<file path="config.mk">
export PLATFORM = sky130hd
export DESIGN_NAME = puntuacion_acumulador_flat
export DESIGN_NICKNAME = d
export VERILOG_FILES = /design/src/rtl/puntuacion_acumulador_if.sv /design/src/rtl/puntuacion_acumulador.sv /design/src/flat_wrapper.sv
export SDC_FILE = /design/constraint.sdc
export NUM_CORES = 1
export LEC_CHECK = 0
export CORE_MARGIN = 2
export CORE_UTILIZATION = 55
export CTS_BUF_LIST = sky130_fd_sc_hd__clkbuf_8
export DETAILED_ROUTE_END_ITERATION = 7
export HOLD_SLACK_MARGIN = 0.05
export PLACE_DENSITY = 0.79
export REMOVE_ABC_BUFFERS = 1
export SETUP_SLACK_MARGIN = 0.15
export SYNTH_ARGS = -nofsm -noshare
export SYNTH_HDL_FRONTEND = slang
export SYNTH_SLANG_ARGS = --single-unit
</file>
<file path="constraint.sdc">
create_clock -name clk -period 5.1 [get_ports clk]
set_clock_uncertainty 0.1 [all_clocks]
set_input_delay 1.02 -clock clk [delete_from_list [all_inputs] [get_ports clk]]
set_output_delay 1.02 -clock clk [all_outputs]
set_load 0.005 [all_outputs]
</file>
<file path="src/rtl/puntuacion_acumulador_if.sv">
`default_nettype none
// ============================================================================
// Module   : puntuacion_acumulador_if
// Purpose  : Groups the judging-event inputs and the 13-bit score bus of the
//            score accumulator into one bundle.
// Ports    : inicio, fin, golpe, fallo      - single-cycle game events
//            puntuacionSalida, combo,
//            multiplicador, puntuacionNueva,
//            standBy                        - score bus towards the display
// Modports : master - the accumulator (consumes events, writes the score bus)
//            slave  - the environment (produces events, reads the score bus)
// Revision : 1.0 - initial release
// ============================================================================
interface puntuacion_acumulador_if #(
    parameter int ANCHO_PUNTOS = 13
);
    logic                    inicio;
    logic                    fin;
    logic                    golpe;
    logic                    fallo;
    logic [ANCHO_PUNTOS-1:0] puntuacionSalida;
    logic [7:0]              combo;
    logic [2:0]              multiplicador;
    logic                    puntuacionNueva;
    logic                    standBy;

    modport master (
        input  inicio, fin, golpe, fallo,
        output puntuacionSalida, combo, multiplicador, puntuacionNueva, standBy
    );

    modport slave (
        output inicio, fin, golpe, fallo,
        input  puntuacionSalida, combo, multiplicador, puntuacionNueva, standBy
    );
endinterface
`default_nettype wire

</file>
<file path="src/rtl/puntuacion_acumulador.sv">
`default_nettype none
// ============================================================================
// Module   : puntuacion_acumulador
// Purpose  : Running game score with combo multiplier. Sequences a game
//            IDLE -> JUGANDO -> FIN and raises standBy once the song ends.
// Ports    : clk   - system clock, rising edge
//            reset - asynchronous, active-high
//            bus   - puntuacion_acumulador_if.master (events in, score out)
// Revision : 1.0 - initial release
// ============================================================================
module puntuacion_acumulador #(
    parameter int ANCHO_PUNTOS     = 13,
    parameter int PUNTOS_BASE      = 10,
    parameter int GOLPES_POR_NIVEL = 8,
    parameter int MULT_MAX         = 4
) (
    input  wire logic                   clk,
    input  wire logic                   reset,
    puntuacion_acumulador_if.master     bus
);

    localparam int                      ANCHO_SUMA = ANCHO_PUNTOS + 1;
    localparam logic [ANCHO_PUNTOS-1:0] PUNTOS_MAX = '1;
    localparam logic [7:0]              COMBO_MAX  = 8'hFF;

    typedef enum logic [1:0] {
        S_IDLE    = 2'd0,
        S_JUGANDO = 2'd1,
        S_FIN     = 2'd2
    } estado_t;

    estado_t                 estado_q, estado_d;
    logic [ANCHO_PUNTOS-1:0] puntos_q, puntos_d;
    logic [7:0]              combo_q,  combo_d;
    logic [2:0]              mult_q,   mult_d;
    logic                    nueva_q,  nueva_d;

    logic [ANCHO_SUMA-1:0]   w_incremento;
    logic [ANCHO_SUMA-1:0]   w_suma;
    logic [ANCHO_PUNTOS-1:0] w_puntos_sat;
    logic [7:0]              w_combo_inc;
    logic                    w_sube_nivel;

    // Score sum carries one guard bit; a set guard bit means overflow.
    assign w_incremento = ANCHO_SUMA'(PUNTOS_BASE) * ANCHO_SUMA'(mult_q);
    assign w_suma       = {1'b0, puntos_q} + w_incremento;
    assign w_puntos_sat = w_suma[ANCHO_SUMA-1] ? PUNTOS_MAX : w_suma[ANCHO_PUNTOS-1:0];

    assign w_combo_inc  = (combo_q == COMBO_MAX) ? COMBO_MAX : combo_q + 8'd1;

    // The multiplier steps up on the hit that completes a level; the new
    // value is only used for the following hit's increment.
    assign w_sube_nivel = ((w_combo_inc % 8'(GOLPES_POR_NIVEL)) == 8'd0) &&
                          (mult_q < 3'(MULT_MAX));

    always_comb begin
        estado_d = estado_q;
        puntos_d = puntos_q;
        combo_d  = combo_q;
        mult_d   = mult_q;
        nueva_d  = 1'b0;

        // inicio starts (or restarts) a game from any state.
        if (bus.inicio) begin
            estado_d = S_JUGANDO;
            puntos_d = '0;
            combo_d  = '0;
            mult_d   = 3'd1;
            nueva_d  = 1'b1;
        end else begin
            case (estado_q)
                S_IDLE: begin
                    estado_d = S_IDLE;
                end
                S_JUGANDO: begin
                    // A miss wins over a simultaneous hit.
                    if (bus.fallo) begin
                        combo_d = '0;
                        mult_d  = 3'd1;
                    end else if (bus.golpe) begin
                        puntos_d = w_puntos_sat;
                        combo_d  = w_combo_inc;
                        nueva_d  = (w_puntos_sat != puntos_q);
                        if (w_sube_nivel) begin
                            mult_d = mult_q + 3'd1;
                        end
                    end
                    // The hit of the final cycle is still scored above.
                    if (bus.fin) begin
                        estado_d = S_FIN;
                    end
                end
                S_FIN: begin
                    estado_d = S_FIN;
                end
                default: begin
                    estado_d = S_IDLE;
                end
            endcase
        end
    end

    always_ff @(posedge clk or posedge reset) begin
        if (reset) begin
            estado_q <= S_IDLE;
            puntos_q <= '0;
            combo_q  <= '0;
            mult_q   <= 3'd1;
            nueva_q  <= 1'b0;
        end else begin
            estado_q <= estado_d;
            puntos_q <= puntos_d;
            combo_q  <= combo_d;
            mult_q   <= mult_d;
            nueva_q  <= nueva_d;
        end
    end

    assign bus.puntuacionSalida = puntos_q;
    assign bus.combo            = combo_q;
    assign bus.multiplicador    = mult_q;
    assign bus.puntuacionNueva  = nueva_q;
    assign bus.standBy          = (estado_q == S_FIN);

endmodule
`default_nettype wire

</file>
<file path="src/flat_wrapper.sv">
// flat-port wrapper written by rule: the top's interface ports become plain ports
module puntuacion_acumulador_flat 
#(
    parameter int ANCHO_PUNTOS     = 13,
    parameter int PUNTOS_BASE      = 10,
    parameter int GOLPES_POR_NIVEL = 8,
    parameter int MULT_MAX         = 4
)
  (clk, reset, bus_inicio, bus_fin, bus_golpe, bus_fallo, bus_puntuacionSalida, bus_combo, bus_multiplicador, bus_puntuacionNueva, bus_standBy);
  puntuacion_acumulador_if #(.ANCHO_PUNTOS(ANCHO_PUNTOS)) bus_i ();
  input  wire logic clk;
  input  wire logic reset;
  input wire logic [$bits(bus_i.inicio)-1:0] bus_inicio;
  input wire logic [$bits(bus_i.fin)-1:0] bus_fin;
  input wire logic [$bits(bus_i.golpe)-1:0] bus_golpe;
  input wire logic [$bits(bus_i.fallo)-1:0] bus_fallo;
  output wire logic [$bits(bus_i.puntuacionSalida)-1:0] bus_puntuacionSalida;
  output wire logic [$bits(bus_i.combo)-1:0] bus_combo;
  output wire logic [$bits(bus_i.multiplicador)-1:0] bus_multiplicador;
  output wire logic [$bits(bus_i.puntuacionNueva)-1:0] bus_puntuacionNueva;
  output wire logic [$bits(bus_i.standBy)-1:0] bus_standBy;
  assign bus_i.inicio = bus_inicio;
  assign bus_i.fin = bus_fin;
  assign bus_i.golpe = bus_golpe;
  assign bus_i.fallo = bus_fallo;
  assign bus_puntuacionSalida = bus_i.puntuacionSalida;
  assign bus_combo = bus_i.combo;
  assign bus_multiplicador = bus_i.multiplicador;
  assign bus_puntuacionNueva = bus_i.puntuacionNueva;
  assign bus_standBy = bus_i.standBy;
  puntuacion_acumulador #(.ANCHO_PUNTOS(ANCHO_PUNTOS), .PUNTOS_BASE(PUNTOS_BASE), .GOLPES_POR_NIVEL(GOLPES_POR_NIVEL), .MULT_MAX(MULT_MAX)) u_core (.clk(clk), .reset(reset), .bus(bus_i));
endmodule
</file>
==> results of run 1 <==
## logic make-up after synthesis
family | share of synthesized area, %
and+or+nand+nor | 22.6
AOI/OAI and AO/OA | 19.8
DFF | 35.4
buffers and inverters | 4.45
adders and majority gates | 10.2
xor gates and xnor gates | 4.84
muxes | 2.68
## layout make-up
cell class	count	area, um^2	share of cell area [%]
clock buffers	3	41.3	1.81
repair buffers	31	310	13.6
flip-flops and latches	27	677	29.7
multi-input cells	168	1150	50.4
well taps	46	57.6	2.52
clock inverters	1	5.00	0.219
inverters	11	41.3	1.81
## sequential cells by signal (all words and copies together), names as in the netlist
| register | flops |
|---|---|
| u_core.bus.puntuacionSalida | 13 |
| u_core.bus.multiplicador | 3 |
| u_core.bus.combo | 8 |
| u_core.estado_q | 2 |
| u_core.bus.puntuacionNueva | 1 |
## worst paths after layout
| kind | from | to | slack (ps) | depth (start not counted) |
|---|---|---|---|---|
| hold / removal | u_core.bus.puntuacionSalida[0] | u_core.bus.puntuacionSalida[0] | 470 | 2 |
| max in group asynchronous | reset | u_core.bus.puntuacionSalida[5] | 3120 | 2 |
| setup reg to reg | u_core.bus.multiplicador[0] | u_core.bus.puntuacionNueva | 2080 | 10 |
| setup / recovery | bus_inicio | u_core.bus.multiplicador[1] | 2010 | 5 |
| hold reg to reg | u_core.bus.puntuacionSalida[0] | u_core.bus.puntuacionSalida[0] | 470 | 2 |
| min in group asynchronous | reset | u_core.estado_q[1] | 1170 | 2 |
## worst max-delay path, cell delays in order
cell	delay, ps
clkdlybuf4s50_1	1030
nand2b_1	390
nand4_2	190
or3b_1	410
a21oi_1	120
## report_power, final
| group | leakage (nW) | total, mW | switching, mW | internal [mW] |
|---|---|---|---|---|
| registers | 0.365 | 0.230 | 0.00886 | 0.221 |
| clock network | 0.0255 | 0.120 | 0.0649 | 0.0547 |
| logic | 0.577 | 0.0867 | 0.0465 | 0.0402 |
| total | 0.967 | 0.436 | 0.120 | 0.316 |
## cell usage in the layout, fill, tap and decap left out, types with 2 or more instances in the layout
master | synthesis | routed
a311oi_1 | 3 | 3
nand2b_1 | 3 | 3
o21ai_1 | 3 | 3
nand2_1 | 17 | 17
mux2i_1 | 4 | 4
and3_1 | 3 | 3
clkbuf_8 | 0 | 3
a21oi_1 | 13 | 13
ha_1 | 14 | 14
nand3_1 | 12 | 12
inv_1 | 11 | 11
a21oi_2 | 3 | 3
o31ai_1 | 2 | 2
dfrtp_1 | 26 | 26
a31oi_1 | 4 | 4
a22o_1 | 3 | 3
o21bai_1 | 2 | 2
xor2_1 | 5 | 5
a21o_1 | 3 | 3
o21ai_0 | 6 | 6
nor3_1 | 9 | 9
nor2_1 | 24 | 24
xnor2_1 | 3 | 3
clkdlybuf4s50_1 | 0 | 31
nand4_1 | 3 | 3
## through the flow
step / worst slack (ps) / utilization, % / power (mW) / hold slack [ps]
5_1_grt: 1900 / 68.4 / 0.459 / 486
4_1_cts: 2040 / 68.4 / 0.441 / 473
3_5_place_dp: 1780 / 67.0 / 0.320 / 438
6_report: 2010 / 68.4 / 0.436 / 467
2_1_floorplan: 2430 / - / 0.288 / 407
3_3_place_gp: 1830 / 67.0 / 0.317 / 433
## routing by layer
metal | up-vias | track usage, % | routed length (um) | part of all wire (%)
li1 | 824 | - | - | -
met1 | 813 | 29.6 | 1990 | 48
met2 | 41 | 37.1 | 1990 | 48
met3 | 2 | 3.96 | 164 | 3.9
met4 | 0 | 6.39 | 22 | 0.53
met5 | - | 0 | 0 | 0
==> run metrics, run 1 <==
clock sinks 27; max_cap viols 0; first-pass GRT wire length 7130 um; DRT iter0 DRCs 84; number of global-route vias before repair 1563; worst skew pair latency 270 ps; area leader, netlist dfrtp_1; CP Data Arrival Time 3170 ps; CP Class in2reg; row count 21; Port Buf Inserts 31; cts repair resizes 0; Core ar. 3340 um^2; layout cells sized above 1 6.22%; RePlAce Congestion 0.822; Async S/R FF share, synth 100%; GRT Total Usage 22.3%; drt first pass iters 4; DIE AREA 3960 um^2; Max-slew headroom 33.6%; placed cells 283; Least-Margin Pin Slew 995 ps; Yosys cell types 56; Area Overhead vs Synth 19.4%; Routed Antenna Nets 0; Fillers 292; Synth area leaders dfrtp_1 34%, ha_1 9.2%, nor2_1 4.7%; crit path launch type input port; most common cell in the netlist dfrtp_1; Worst EP required 5180 ps; ys flop type dfrtp_1; Starting Density 57.3%; total number of vias 1680; synthesized flop and latch total 27; Setup TNS Final 0 ps; H-tree Lvls 1; io pins 32; Clock Tree Buf Depth 2; vias per cell 5.85; Post-CTS Hold Buffers 0; DP Wirelength 3060 um; CTS buffer count 3; largest net degree at the start of global routing 28; Layout Nets 263; top cells by count, synth 26 x dfrtp_1, 24 x nor2_1, 17 x nand2_1; final worst-path cycle share 60.6%; Die W 63.0 um; Non-Filler Instances 287; Power per Cell Area 191 nW/um^2; Clk pin slew, worst setup/hold paths 90 ps; WL/cell 14.5 um; Setup crit end kind register; sequential area share after synthesis 35.4%; initial antenna violation count 0; height of the die 63.0 um; unrepaired setup endpoints after global routing false; top-area cell type share of the netlist area 34.0%; Fmax 324 MHz; final hold vios 0; # DRC 0; Final min period 3090 ps; placed instance area 2240 um^2; Syn. warnings 0; Final Setup Violations 0; root buffer cell clkbuf_8; Hold Crit Class reg2reg; status finished clean; Post-Layout Inst Area 2280 um^2; Avg Cell Area, Syn 8.98 um^2; mapped cell area 1910 um^2; GRT Residual Overflow 0; CP max FO 23; total wire length 4170 um; max-slew violation count 0; post-CTS setup buffer count 0; EDFF count, synth 0; CTS tree built; Mapped Cells 213; Diodes inserted 0; Leak 0.967 nW; Peak VDD IR 0.161 mV
No activity file was read; power rests on OpenSTA's default activity.
==> run 2: changes to the inputs <==
Clock period 5.1 ns to 3.1 ns, I/O delays scaled along.
==> run 2 against run 1 <==
  * Total power increased by 67%
  * Count of clock-buffer cells in the layout did not move
  * Cell area increased by 2.7%
==> run metrics, run 2 (synthesized netlist as in run 1, its figures left out) <==
status finished clean (unchanged); GRT Residual Overflow 0 (unchanged); Area Overhead vs Synth 22.6% (was 19.4%); row count 21 (unchanged); Clk pin slew, worst setup/hold paths 100 ps (was 90 ps); CTS tree built (unchanged); most frequent cells in the layout 31 x clkdlybuf4s50_1, 26 x dfrtp_1, 24 x nor2_1, 17 x nand2_1, 13 x a21oi_1 (was 31 x clkdlybuf4s50_1, 26 x dfrtp_1, 24 x nor2_1, 17 x nand2_1, 14 x ha_1); # DRC 0 (unchanged); worst skew pair latency 280 ps (was 270 ps); final hold vios 0 (unchanged); Clock Tree Buf Depth 2 (unchanged); Post-CTS Hold Buffers 0 (unchanged); r2r setup slk 280 ps (was 2080 ps); Layout Nets 268 (was 263); global routing usage on met2 34.0% (was 37.1%); met3 Use GR 3.78% (was 3.96%); met1 usage 32.9% (was 29.6%); WL/cell 14.3 um (was 14.5 um); Hold Path End u_core.bus.puntuacionSalida[0] (unchanged); largest net degree at the start of global routing 28 (unchanged); crit path launch type register (was input port); Peak VDD IR 0.312 mV (was 0.161 mV); Hold Crit Class reg2reg (unchanged); DIE AREA 3960 um^2 (unchanged); max_cap viols 0 (unchanged); Setup crit end kind register (unchanged); HP Start u_core.bus.puntuacionSalida[0] (unchanged); Core ar. 3340 um^2 (unchanged); GRT Total Usage 22.4% (was 22.3%); Least-Margin Pin Slew 471 ps (was 995 ps); reg2reg end u_core.bus.puntuacionNueva (unchanged); H-tree Lvls 1 (unchanged); Leak 0.989 nW (was 0.967 nW); GR peak layer met2 (unchanged); total number of vias 1674 (was 1680); first-pass GRT wire length 7090 um (was 7130 um); reg-to-reg startpoint u_core.bus.multiplicador[0] (unchanged); RePlAce Congestion 0.852 (was 0.822); DP Wirelength 3040 um (was 3060 um); Worst EP required 3160 ps (was 5180 ps); commonest non-fill, non-tap cell in the layout clkdlybuf4s50_1 (unchanged); CTS buffer count 3 (unchanged); initial antenna violation count 0 (unchanged); placed cells 286 (was 283); clock sinks 27 (unchanged); most frequent CP cell ha_1; layout cells sized above 1 8.54% (was 6.22%); unrepaired setup endpoints after global routing false (unchanged); number of global-route vias before repair 1508 (was 1563); Starting Density 57.3% (unchanged); max-slew violation count 0 (unchanged); delay-heaviest family, CP adder cells (was buffers and inverters); height of the die 63.0 um (unchanged); Port Buf Inserts 31 (unchanged); CP Data Arrival Time 2890 ps (was 3170 ps); drt first pass iters 4 (unchanged); Design Power 0.726 mW (was 0.436 mW); Routed Antenna Nets 0 (unchanged); Setup TNS Final 0 ps (unchanged); Non-Filler Instances 292 (was 287); worst hold stages 2 (unchanged); Die W 63.0 um (unchanged); slowest cell delay on critical path 590 ps (was 1030 ps); max reg flops 13 (unchanged); worst reg2reg path depth 10 (unchanged); io pins 32 (unchanged); Buffers & Inverters on Critical Path 0 (was 1); Final min period 2820 ps; root buffer cell clkbuf_8 (unchanged); Final Setup Violations 0 (unchanged); DRT iter0 DRCs 104 (was 84); CP max-delay cell dfstp_2 (was clkdlybuf4s50_1); Max-slew headroom 68.6% (was 33.6%); vias per cell 5.73 (was 5.85); CP Class reg2reg (was in2reg); CP max FO 8 (was 23); Power per Cell Area 310 nW/um^2 (was 191 nW/um^2); critical path, cell by cell ha_1, ha_1, ha_1, ha_4, nand2_1, a21o_1, a211oi_4, nand4_1, a21oi_1, a31oi_1 (was clkdlybuf4s50_1, nand2b_1, nand4_2, or3b_1, a21oi_1); total wire length 4180 um (was 4170 um); final worst-path cycle share 91.1%; Fmax 354 MHz; Diodes inserted 0 (unchanged)
## run 2: cell count changes in the layout (fill, tap and decap cells not counted)
cell      delta
buf_4        +5
clkinv_2     -1
ha_1         -2
ha_4         +2
inv_1        +1
## run 2: metal layers
| metal | up-vias | share of wire (%) |
|---|---|---|
| met3 | 4 | 4.4 |
| li1 | 832 | - |
| met5 | - | 0 |
| met1 | 796 | 50 |
| met4 | 0 | 1.0 |
| met2 | 42 | 45 |
## run 2: worst max-delay path by stage
stage	end	slack (ps)	cells after the start	from
final	u_core.bus.puntuacionNueva	280	10	u_core.bus.multiplicador[0]
after global routing	u_core.bus.puntuacionNueva	130	10	u_core.bus.multiplicador[0]
after CTS	u_core.bus.puntuacionNueva	180	10	u_core.bus.multiplicador[0]
after detailed placement	u_core.bus.puntuacionNueva	160	10	u_core.bus.multiplicador[0]
after global placement	u_core.bus.puntuacionNueva	290	10	u_core.bus.multiplicador[0]
after floorplan	u_core.bus.puntuacionNueva	430	10	u_core.bus.multiplicador[0]
## run 2: worst min-delay path: cells and delay by family, from the launching register on
kind | cells | cell delay [ps]
flops | 1 | 400
simple gates | 1 | 70
compound gates | 1 | 60
## run 2: cell type report
type / instances / area [um^2]
Multi-Input combinational cell: 168 / 1170
Fill cell: 275 / 993
Sequential cell: 27 / 677
Timing Repair Buffer: 36 / 348
Tap cell: 46 / 57.6
Clock buffer: 3 / 41.3
Inverter: 11 / 41.3
Clock inverter: 1 / 3.75
## run 2: power breakdown
part	total, mW	leakage, nW	switching [mW]	internal, mW
clock	0.200	0.0269	0.111	0.0889
sequential	0.377	0.365	0.0144	0.363
combinational	0.149	0.597	0.0784	0.0708
total	0.726	0.989	0.203	0.523
## run 2: timing repair
item,4_1_cts,5_1_grt
buffers inserted,0,2
setup endpoints to repair,1,11
pin swaps,1,1
gates resized for setup,0,4
## run 2: per-stage QoR
stage | setup slack (ps) | instance area (um^2) | utilization, % | hold slack [ps]
detailed placement | 162 | 2260 | 67.7 | 433
CTS | 179 | 2300 | 69.0 | 462
global placement | 286 | 2260 | 67.7 | 441
global route | 134 | 2340 | 70.2 | 490
floorplan | 431 | 1870 | - | 407
finish | 277 | 2340 | 70.2 | 460
